### src/rtl/demux_1_4_stream_if.sv
// Stream bundle for demux_1_4_stream: one upstream port and N_OUT downstream channels.
// err_cnt_o is present only when DEMUX_ERR_CNT_EN is defined.
`timescale 1ns/1ps
interface demux_1_4_stream_if #(
  parameter int DATA_W = 4,
  parameter int N_OUT  = 4
);
  logic [DATA_W-1:0]       in_data_i;
  logic [N_OUT-1:0]        in_sel_i;
  logic                    in_valid_i;
  logic                    in_ready_o;
  logic [N_OUT*DATA_W-1:0] out_data_o;
  logic [N_OUT-1:0]        out_valid_o;
  logic [N_OUT-1:0]        out_ready_i;
  logic                    err_o;
`ifdef DEMUX_ERR_CNT_EN
  logic [7:0]              err_cnt_o;
`endif

  modport master (
`ifdef DEMUX_ERR_CNT_EN
    input  err_cnt_o,
`endif
    output in_data_i, in_sel_i, in_valid_i, out_ready_i,
    input  in_ready_o, out_data_o, out_valid_o, err_o
  );

  modport slave (
`ifdef DEMUX_ERR_CNT_EN
    output err_cnt_o,
`endif
    input  in_data_i, in_sel_i, in_valid_i, out_ready_i,
    output in_ready_o, out_data_o, out_valid_o, err_o
  );
endinterface

### src/rtl/demux_1_4_stream.sv
// Registered 1-to-N_OUT stream demultiplexer with one-hot select and per-channel holding register.
// Optional saturating illegal-select counter enabled by DEMUX_ERR_CNT_EN.
`timescale 1ns/1ps
module demux_1_4_stream #(
  parameter int DATA_W = 4,
  parameter int N_OUT  = 4
) (
  input  logic               clk,
  input  logic               reset_n,
  demux_1_4_stream_if.slave  bus
);

  logic [N_OUT-1:0]  vld_p0;
  logic [DATA_W-1:0] data_p0 [N_OUT];
  logic              err_p0;

  logic              legal;
  logic              in_ready;
  logic              accept;
  logic [N_OUT-1:0]  load;
  logic [N_OUT-1:0]  drain;

  function automatic logic is_onehot(input logic [N_OUT-1:0] s);
    int c;
    c = 0;
    for (int i = 0; i < N_OUT; i++) c += int'(s[i]);
    return (c == 1);
  endfunction

  function automatic logic [7:0] sat_inc(input logic [7:0] x);
    return (x == 8'hFF) ? x : x + 8'd1;
  endfunction

  // Illegal selects are always consumed so a bad word can never stall the upstream.
  always_comb begin
    legal    = is_onehot(bus.in_sel_i);
    in_ready = legal ? |(bus.in_sel_i & (~vld_p0 | bus.out_ready_i)) : 1'b1;
    accept   = bus.in_valid_i & in_ready;
    load     = (accept && legal) ? bus.in_sel_i : '0;
    drain    = vld_p0 & bus.out_ready_i;
  end

  // Stage p0: per-channel holding registers; a load in the same cycle as a drain keeps valid high.
  always_ff @(posedge clk or negedge reset_n) begin
    if (!reset_n) begin
      vld_p0 <= '0;
      err_p0 <= 1'b0;
      for (int k = 0; k < N_OUT; k++) data_p0[k] <= '0;
    end else begin
      vld_p0 <= load | (vld_p0 & ~drain);
      err_p0 <= accept & ~legal;
      for (int k = 0; k < N_OUT; k++) begin
        if (load[k]) data_p0[k] <= bus.in_data_i;
      end
    end
  end

`ifdef DEMUX_ERR_CNT_EN
  logic [7:0] err_cnt_p0;

  always_ff @(posedge clk or negedge reset_n) begin
    if (!reset_n) begin
      err_cnt_p0 <= '0;
    end else if (accept && !legal) begin
      err_cnt_p0 <= sat_inc(err_cnt_p0);
    end
  end

  assign bus.err_cnt_o = err_cnt_p0;
`endif

  assign bus.in_ready_o  = in_ready;
  assign bus.out_valid_o = vld_p0;
  assign bus.err_o       = err_p0;

  for (genvar g = 0; g < N_OUT; g++) begin : g_out
    assign bus.out_data_o[g*DATA_W +: DATA_W] = data_p0[g];
  end

endmodule

### src/flat_wrapper.sv
// flat-port wrapper written by rule: the top's interface ports become plain ports
module demux_1_4_stream_flat 
#(
  parameter int DATA_W = 4,
  parameter int N_OUT  = 4
)
  (clk, reset_n, bus_in_data_i, bus_in_sel_i, bus_in_valid_i, bus_out_ready_i, bus_in_ready_o, bus_out_data_o, bus_out_valid_o, bus_err_o);
  demux_1_4_stream_if #(.DATA_W(DATA_W), .N_OUT(N_OUT)) bus_i ();
  input  logic clk;
  input  logic reset_n;
  input wire logic [$bits(bus_i.in_data_i)-1:0] bus_in_data_i;
  input wire logic [$bits(bus_i.in_sel_i)-1:0] bus_in_sel_i;
  input wire logic [$bits(bus_i.in_valid_i)-1:0] bus_in_valid_i;
  input wire logic [$bits(bus_i.out_ready_i)-1:0] bus_out_ready_i;
  output wire logic [$bits(bus_i.in_ready_o)-1:0] bus_in_ready_o;
  output wire logic [$bits(bus_i.out_data_o)-1:0] bus_out_data_o;
  output wire logic [$bits(bus_i.out_valid_o)-1:0] bus_out_valid_o;
  output wire logic [$bits(bus_i.err_o)-1:0] bus_err_o;
  assign bus_i.in_data_i = bus_in_data_i;
  assign bus_i.in_sel_i = bus_in_sel_i;
  assign bus_i.in_valid_i = bus_in_valid_i;
  assign bus_i.out_ready_i = bus_out_ready_i;
  assign bus_in_ready_o = bus_i.in_ready_o;
  assign bus_out_data_o = bus_i.out_data_o;
  assign bus_out_valid_o = bus_i.out_valid_o;
  assign bus_err_o = bus_i.err_o;
  demux_1_4_stream #(.DATA_W(DATA_W), .N_OUT(N_OUT)) u_core (.clk(clk), .reset_n(reset_n), .bus(bus_i));
endmodule
### config.mk
export PLATFORM = sky130hd
export DESIGN_NAME = demux_1_4_stream_flat
export DESIGN_NICKNAME = d
export VERILOG_FILES = /design/src/rtl/demux_1_4_stream_if.sv /design/src/rtl/demux_1_4_stream.sv /design/src/flat_wrapper.sv
export SDC_FILE = /design/constraint.sdc
export NUM_CORES = 1
export LEC_CHECK = 0
export CAP_MARGIN = 10
export CORE_MARGIN = 1.5
export CORE_UTILIZATION = 40
export CTS_BUF_LIST = sky130_fd_sc_hd__clkbuf_16
export CTS_CLUSTER_DIAMETER = 200
export DETAILED_ROUTE_END_ITERATION = 8
export GPL_ROUTABILITY_DRIVEN = 0
export PLACE_DENSITY = 0.74
export REMOVE_ABC_BUFFERS = 1
export SLEW_MARGIN = 20
export SYNTH_ARGS = -nofsm -noshare
export SYNTH_HDL_FRONTEND = slang
export SYNTH_SLANG_ARGS = --single-unit
### constraint.sdc
create_clock -name clk -period 4.4 [get_ports clk]
set_clock_uncertainty 0.15 [all_clocks]
set_input_delay 1.32 -clock clk [delete_from_list [all_inputs] [get_ports clk]]
set_output_delay 1.32 -clock clk [all_outputs]
set_load 0.01 [all_outputs]
After elaboration in Yosys (flattened, before gate mapping)
Cells that the tools add are included.
{"block": "totals", "ff_bits": 21, "in_bits": 15, "out_inout_bits": 22, "elab_cells": 24}
{"block": "op_classes", "addsub": 3, "n_eq_ne": 1, "muxes": 2, "n_bitwise": 10, "n_reduce_logical": 2}
{"cell": "adder 32 x 2 -> 32 bit", "count": 2}
{"cell": "equality test 32 x 2 -> 1 bit, second input constant", "count": 1}
{"cell": "AND 4 bit", "count": 3}
{"cell": "inverter 4 bit", "count": 2}
{"cell": "OR 4 bit", "count": 2}
{"cell": "2-to-1 mux 4 bit", "count": 1}
{"cell": "OR reduction 4 bit", "count": 1}
{"cell": "adder 1 x 1 -> 2 bit", "count": 1}
{"cell": "AND 1 bit", "count": 2}
{"cell": "logical AND 1 bit", "count": 1}
{"cell": "2-to-1 mux 1 bit", "count": 1}
{"cell": "inverter 1 bit", "count": 1}

Depth between registers and ports, before layout
{"block": "depth", "word_depth": 9, "ltp_mapped": 7, "ltp_nobuf": 7}

Least setup slack after synthesis
No wires, ideal clock.
{"block": "synth_timing", "path_kind": "input port to output port", "start": "input bus_in_sel_i[0]", "end": "output bus_in_ready_o", "arrival_ns": 2.618, "path_slack_ns": 0.312, "path_stages": 5, "n_path_buf": 0, "cell_sequence": "ha_1 -> fa_1 -> ha_1 -> nor3b_1 -> nand3_1"}
{"block": "synth_via", "elab_chain_len": 5, "elab_cells_between_ends": 7, "cone_classes": "add/sub: 3; eq/ne: 1; mux: 1; bitwise: 1; reduce/logical: 1"}
{"item": "start: declaration", "line_no": "flat_wrapper.sv:12", "rtl": "input wire logic [$bits(bus_i.in_sel_i)-1:0] bus_in_sel_i;"}
{"item": "adder 1 x 1 -> 2 bit", "line_no": "demux_1_4_stream.sv:26", "rtl": "for (int i = 0; i < N_OUT; i++) c += int'(s[i]);"}
{"item": "adder 32 x 2 -> 32 bit (2 in a row)", "line_no": "demux_1_4_stream.sv:26"}
{"item": "equality test 32 x 2 -> 1 bit", "line_no": "demux_1_4_stream.sv:27", "rtl": "return (c == 1);"}
{"item": "2-to-1 mux 1 bit *", "line_no": "demux_1_4_stream.sv:37", "rtl": "in_ready = legal ? |(bus.in_sel_i & (~vld_p0 | bus.out_ready_i)) : 1'b1;"}
{"item": "end: declaration", "line_no": "flat_wrapper.sv:15", "rtl": "output wire logic [$bits(bus_i.in_ready_o)-1:0] bus_in_ready_o;"}
Mark *: on every way between the ends. The rest lies on a longest branch, timed or not.

Final worst setup path
{"block": "layout_timing", "start": "input bus_in_sel_i[3]", "end": "output bus_in_ready_o"}
{"block": "layout_via", "elab_chain_len": 3, "elab_cells_between_ends": 5, "cone_classes": "add/sub: 1; eq/ne: 1; mux: 1; bitwise: 1; reduce/logical: 1"}
{"item": "adder 32 x 2 -> 32 bit or AND 4 bit (tied branches)", "line_no": "demux_1_4_stream.sv:26, demux_1_4_stream.sv:37"}
{"item": "equality test 32 x 2 -> 1 bit or OR reduction 4 bit (tied branches)", "line_no": "demux_1_4_stream.sv:27, demux_1_4_stream.sv:37"}
{"item": "2-to-1 mux 1 bit *", "line_no": "demux_1_4_stream.sv:37"}
Marks and branches as above.

==> PnR_summary.wiki <==
{| class="wikitable"
! Metric !! Value
|-
| Outcome || finished, final reports clean
|-
| Leakage || roughly 0.67 nW
|-
| Required time of the critical path || just under 3 ns
|-
| Period Utilization, post-route || 0.985
|-
| Average routed wire per standard cell || roughly 16 µm
|-
| Min Clock Period, post-route || about 4.3 ns
|-
| Count of buffers inserted at the top-level ports || 36
|-
| DIE HEIGHT || slightly above 50 µm
|-
| Largest net degree at the start of global routing || 22
|-
| Diode count || 0
|-
| DR iter-0 viols || 13
|-
| Boundary Pins || 37
|-
| Clock tree root driver cell || clkbuf_16
|-
| Max-cap check violation count || 0
|-
| Antenna violations before repair || 0
|-
| Area contributors post-synth || dfrtp_1 55%, mux2_1 19%, a21oi_4 6.8%
|-
| Drc violations || 0
|-
| Number of warnings issued by yosys || 0
|-
| Synth Cell Area || 960 µm²
|-
| Sort of element at the end of the critical path || output port
|-
| Max H-tree Level || 1
|-
| Width of the die || slightly above 50 µm
|-
| Netlist cell types || 13
|-
| Clock-pin slew on the worst setup and hold paths || approximately 0.06 ns
|-
| Area Overhead vs Synth || 61.1%
|-
| Hold_buf cts || 0
|-
| Number of enable flip-flop cells after synthesis || 0
|-
| Maximum vdd drop || slightly below 0.5 mV
|-
| Clk_lat worst skew || between 0.2 and 0.3 ns
|-
| Longest Clk Path Bufs || 2
|-
| Final number of max-transition violations || 0
|-
| Min-Delay Startpoint || u_core.bus.out_data_o[6]
|-
| Aggregate global-route resource usage || 0.183
|-
| Leading cell type by number of instances after synthesis || dfrtp_1
|-
| Post-route total power || between 800 and 900 µW
|-
| Number of sinks on the clock net || 21
|-
| Largest fanout of any net on the critical path || 2
|-
| Post-detailed-routing wire length || roughly 2.2 mm
|-
| Average size of a mapped cell || 15.5 µm²
|-
| TNS Setup || 0 ns
|-
| Final instance area || 1550 µm²
|-
| Share of the core filled with cells in the final layout || 0.692
|-
| Kind of launch point of the worst setup path || input pin
|-
| Worst hold slack across all endpoints || between 0.3 and 0.4 ns
|-
| TritonRoute pass-1 iters || 4
|-
| Worst slack, placed || -0.661 ns
|-
| Slew Limit Headroom || 0.403
|-
| Commonest cells in the netlist || 21 x dfrtp_1, 16 x mux2_1, 8 x nand2_1
|-
| Power per cell area || between 500 and 600 nW/µm²
|-
| Worst setup path startpoint || bus_in_sel_i[3]
|-
| Worst setup slack after layout || slightly below 0.07 ns
|-
| Post-synth ARST share || 1.00
|-
| Proportion of layout cells with a drive suffix above 1 || 0.274
|-
| Launching point of the worst reg2reg path || u_core.bus.out_valid_o[0]
|-
| Post-place instance area || 1410 µm²
|-
| Data arrival at the endpoint of the critical path || roughly 2.9 ns
|-
| Die Outline Area || roughly 2700 µm²
|-
| Fmax achieved || 231 MHz
|-
| Total count of hold-check failures in the final report || 0
|-
| Share of the synthesized area in the top cell type || 0.548
|-
| Final setup vio count || 0
|-
| Placed cell count || around 130
|-
| Core region area || around 2200 µm²
|-
| Actual transition at the worst max-transition pin || 0.892 ns
|-
| Number of synthesized register bits || 21
|-
| NumNets Final || 132
|-
| Type of the setup path with the least slack || input pin to output port
|-
| Gate count after technology mapping || 62
|-
| Hold WC Path Type || flop to flop
|-
| Sequential-to-total area share from yosys stat || 0.548
|-
| DR vias || ~720
|-
| Via count of the first global-routing pass || between 700 and 800
|-
| Post-synth top area cell || dfrtp_1
|-
| Wire length of the first global-routing pass || 3.60 mm
|-
| Fill cells || between 150 and 200
|-
| Rows || 17
|-
| CTS tree || done
|-
| Number of clock buffers inserted by TritonCTS || 3
|-
| Total grt overflow || 0
|-
| Starting density of the core || 0.430
|-
| Count of placed standard cells in the final layout, fillers left out || about 140
|-
| Vias per cell || around 5.1
|-
| Post-synth top flop || dfrtp_1
|-
| Final HPWL DP || 1.53 mm
|-
| Residual antenna-violating net count after detailed routing || 0
|}
[area by class of cell]
cell class | instances | area, µm² | area share
sequential | 21 | 526 | 0.340
multi-input combinational | 41 | 473 | 0.306
timing repair buffer | 47 | 430 | 0.278
clock buffer | 3 | 75.1 | 0.0485
tap | 28 | 35.0 | 0.0227
clock inverter | 1 | 7.51 | 0.00485
[path summary, 6_finish.rpt]
path	cells past startpoint	endpoint	slack, ns
max in group asynchronous	1	u_core.bus.out_data_o[15]	2.13
max	6	bus_in_ready_o	0.07
min	1	u_core.bus.out_data_o[6]	0.33
min reg2reg	1	u_core.bus.out_data_o[6]	0.33
min in group asynchronous	1	u_core.bus.out_data_o[5]	1.43
max reg2reg	5	u_core.bus.out_data_o[4]	2.77
[power breakdown]
group | leakage (nW) | internal [mW] | switching (mW) | total [mW]
Clock | 0.0371 | 0.123 | 0.0687 | 0.191
Combinational | 0.374 | 0.199 | 0.117 | 0.315
Sequential | 0.259 | 0.267 | 0.0350 | 0.302
[state kept, by name, indices dropped and copies added (netlist names)]
signal                  count
u_core.bus.err_o            1
u_core.bus.out_data_o      16
u_core.bus.out_valid_o      4
[repair_timing]
| item | CTS | global route |
|---|---|---|
| hold endpoints to repair | 0 | 0 |
| pin swaps | 3 | 4 |
| buffers inserted | 3 | 1 |
| endpoints found under the setup margin | 1 | 1 |
| gates resized for setup | 10 | 6 |
[worst max-delay path, stage by stage]
cell,delay (ns)
clkdlybuf4s50_1,0.46
fa_2,0.38
ha_4,0.27
nor3b_4,0.18
nand3_1,0.10
buf_2,0.15
[routing by layer]
layer	up-vias	wire (µm)	track usage
met1	364	856	0.227
li1	324	-	-
met3	2	119	0.0374
met4	0	24	0.0658
met5	-	0	0
met2	26	1200	0.312
[cells in the final DEF (no fill, tap or decap)]
master,synthesis,layout
clkdlybuf4s50_1,0,32
dfrtp_1,21,21
mux2_1,16,16
buf_4,0,11
nand2_1,8,8
a21oi_4,4,4
clkbuf_16,0,3
nand2b_4,2,2
nand2b_1,2,2
a22oi_4,2,2
ha_4,0,2
clkbuf_2,0,2
nor3b_4,0,1
nand3_1,1,1
and4bb_2,1,1
nor2b_1,1,1
fa_2,0,1
clkinvlp_4,0,1
dlymetal6s2s_1,0,1
buf_2,0,1
[logic make-up after synthesis]
logic type      after synthesis  synth area share
fa+ha+maj                     3            0.0469
compound gates                6             0.112
mux                          16             0.188
flops                        21             0.548
simple gates                 16             0.106
(Power assumes the default switching activity.)
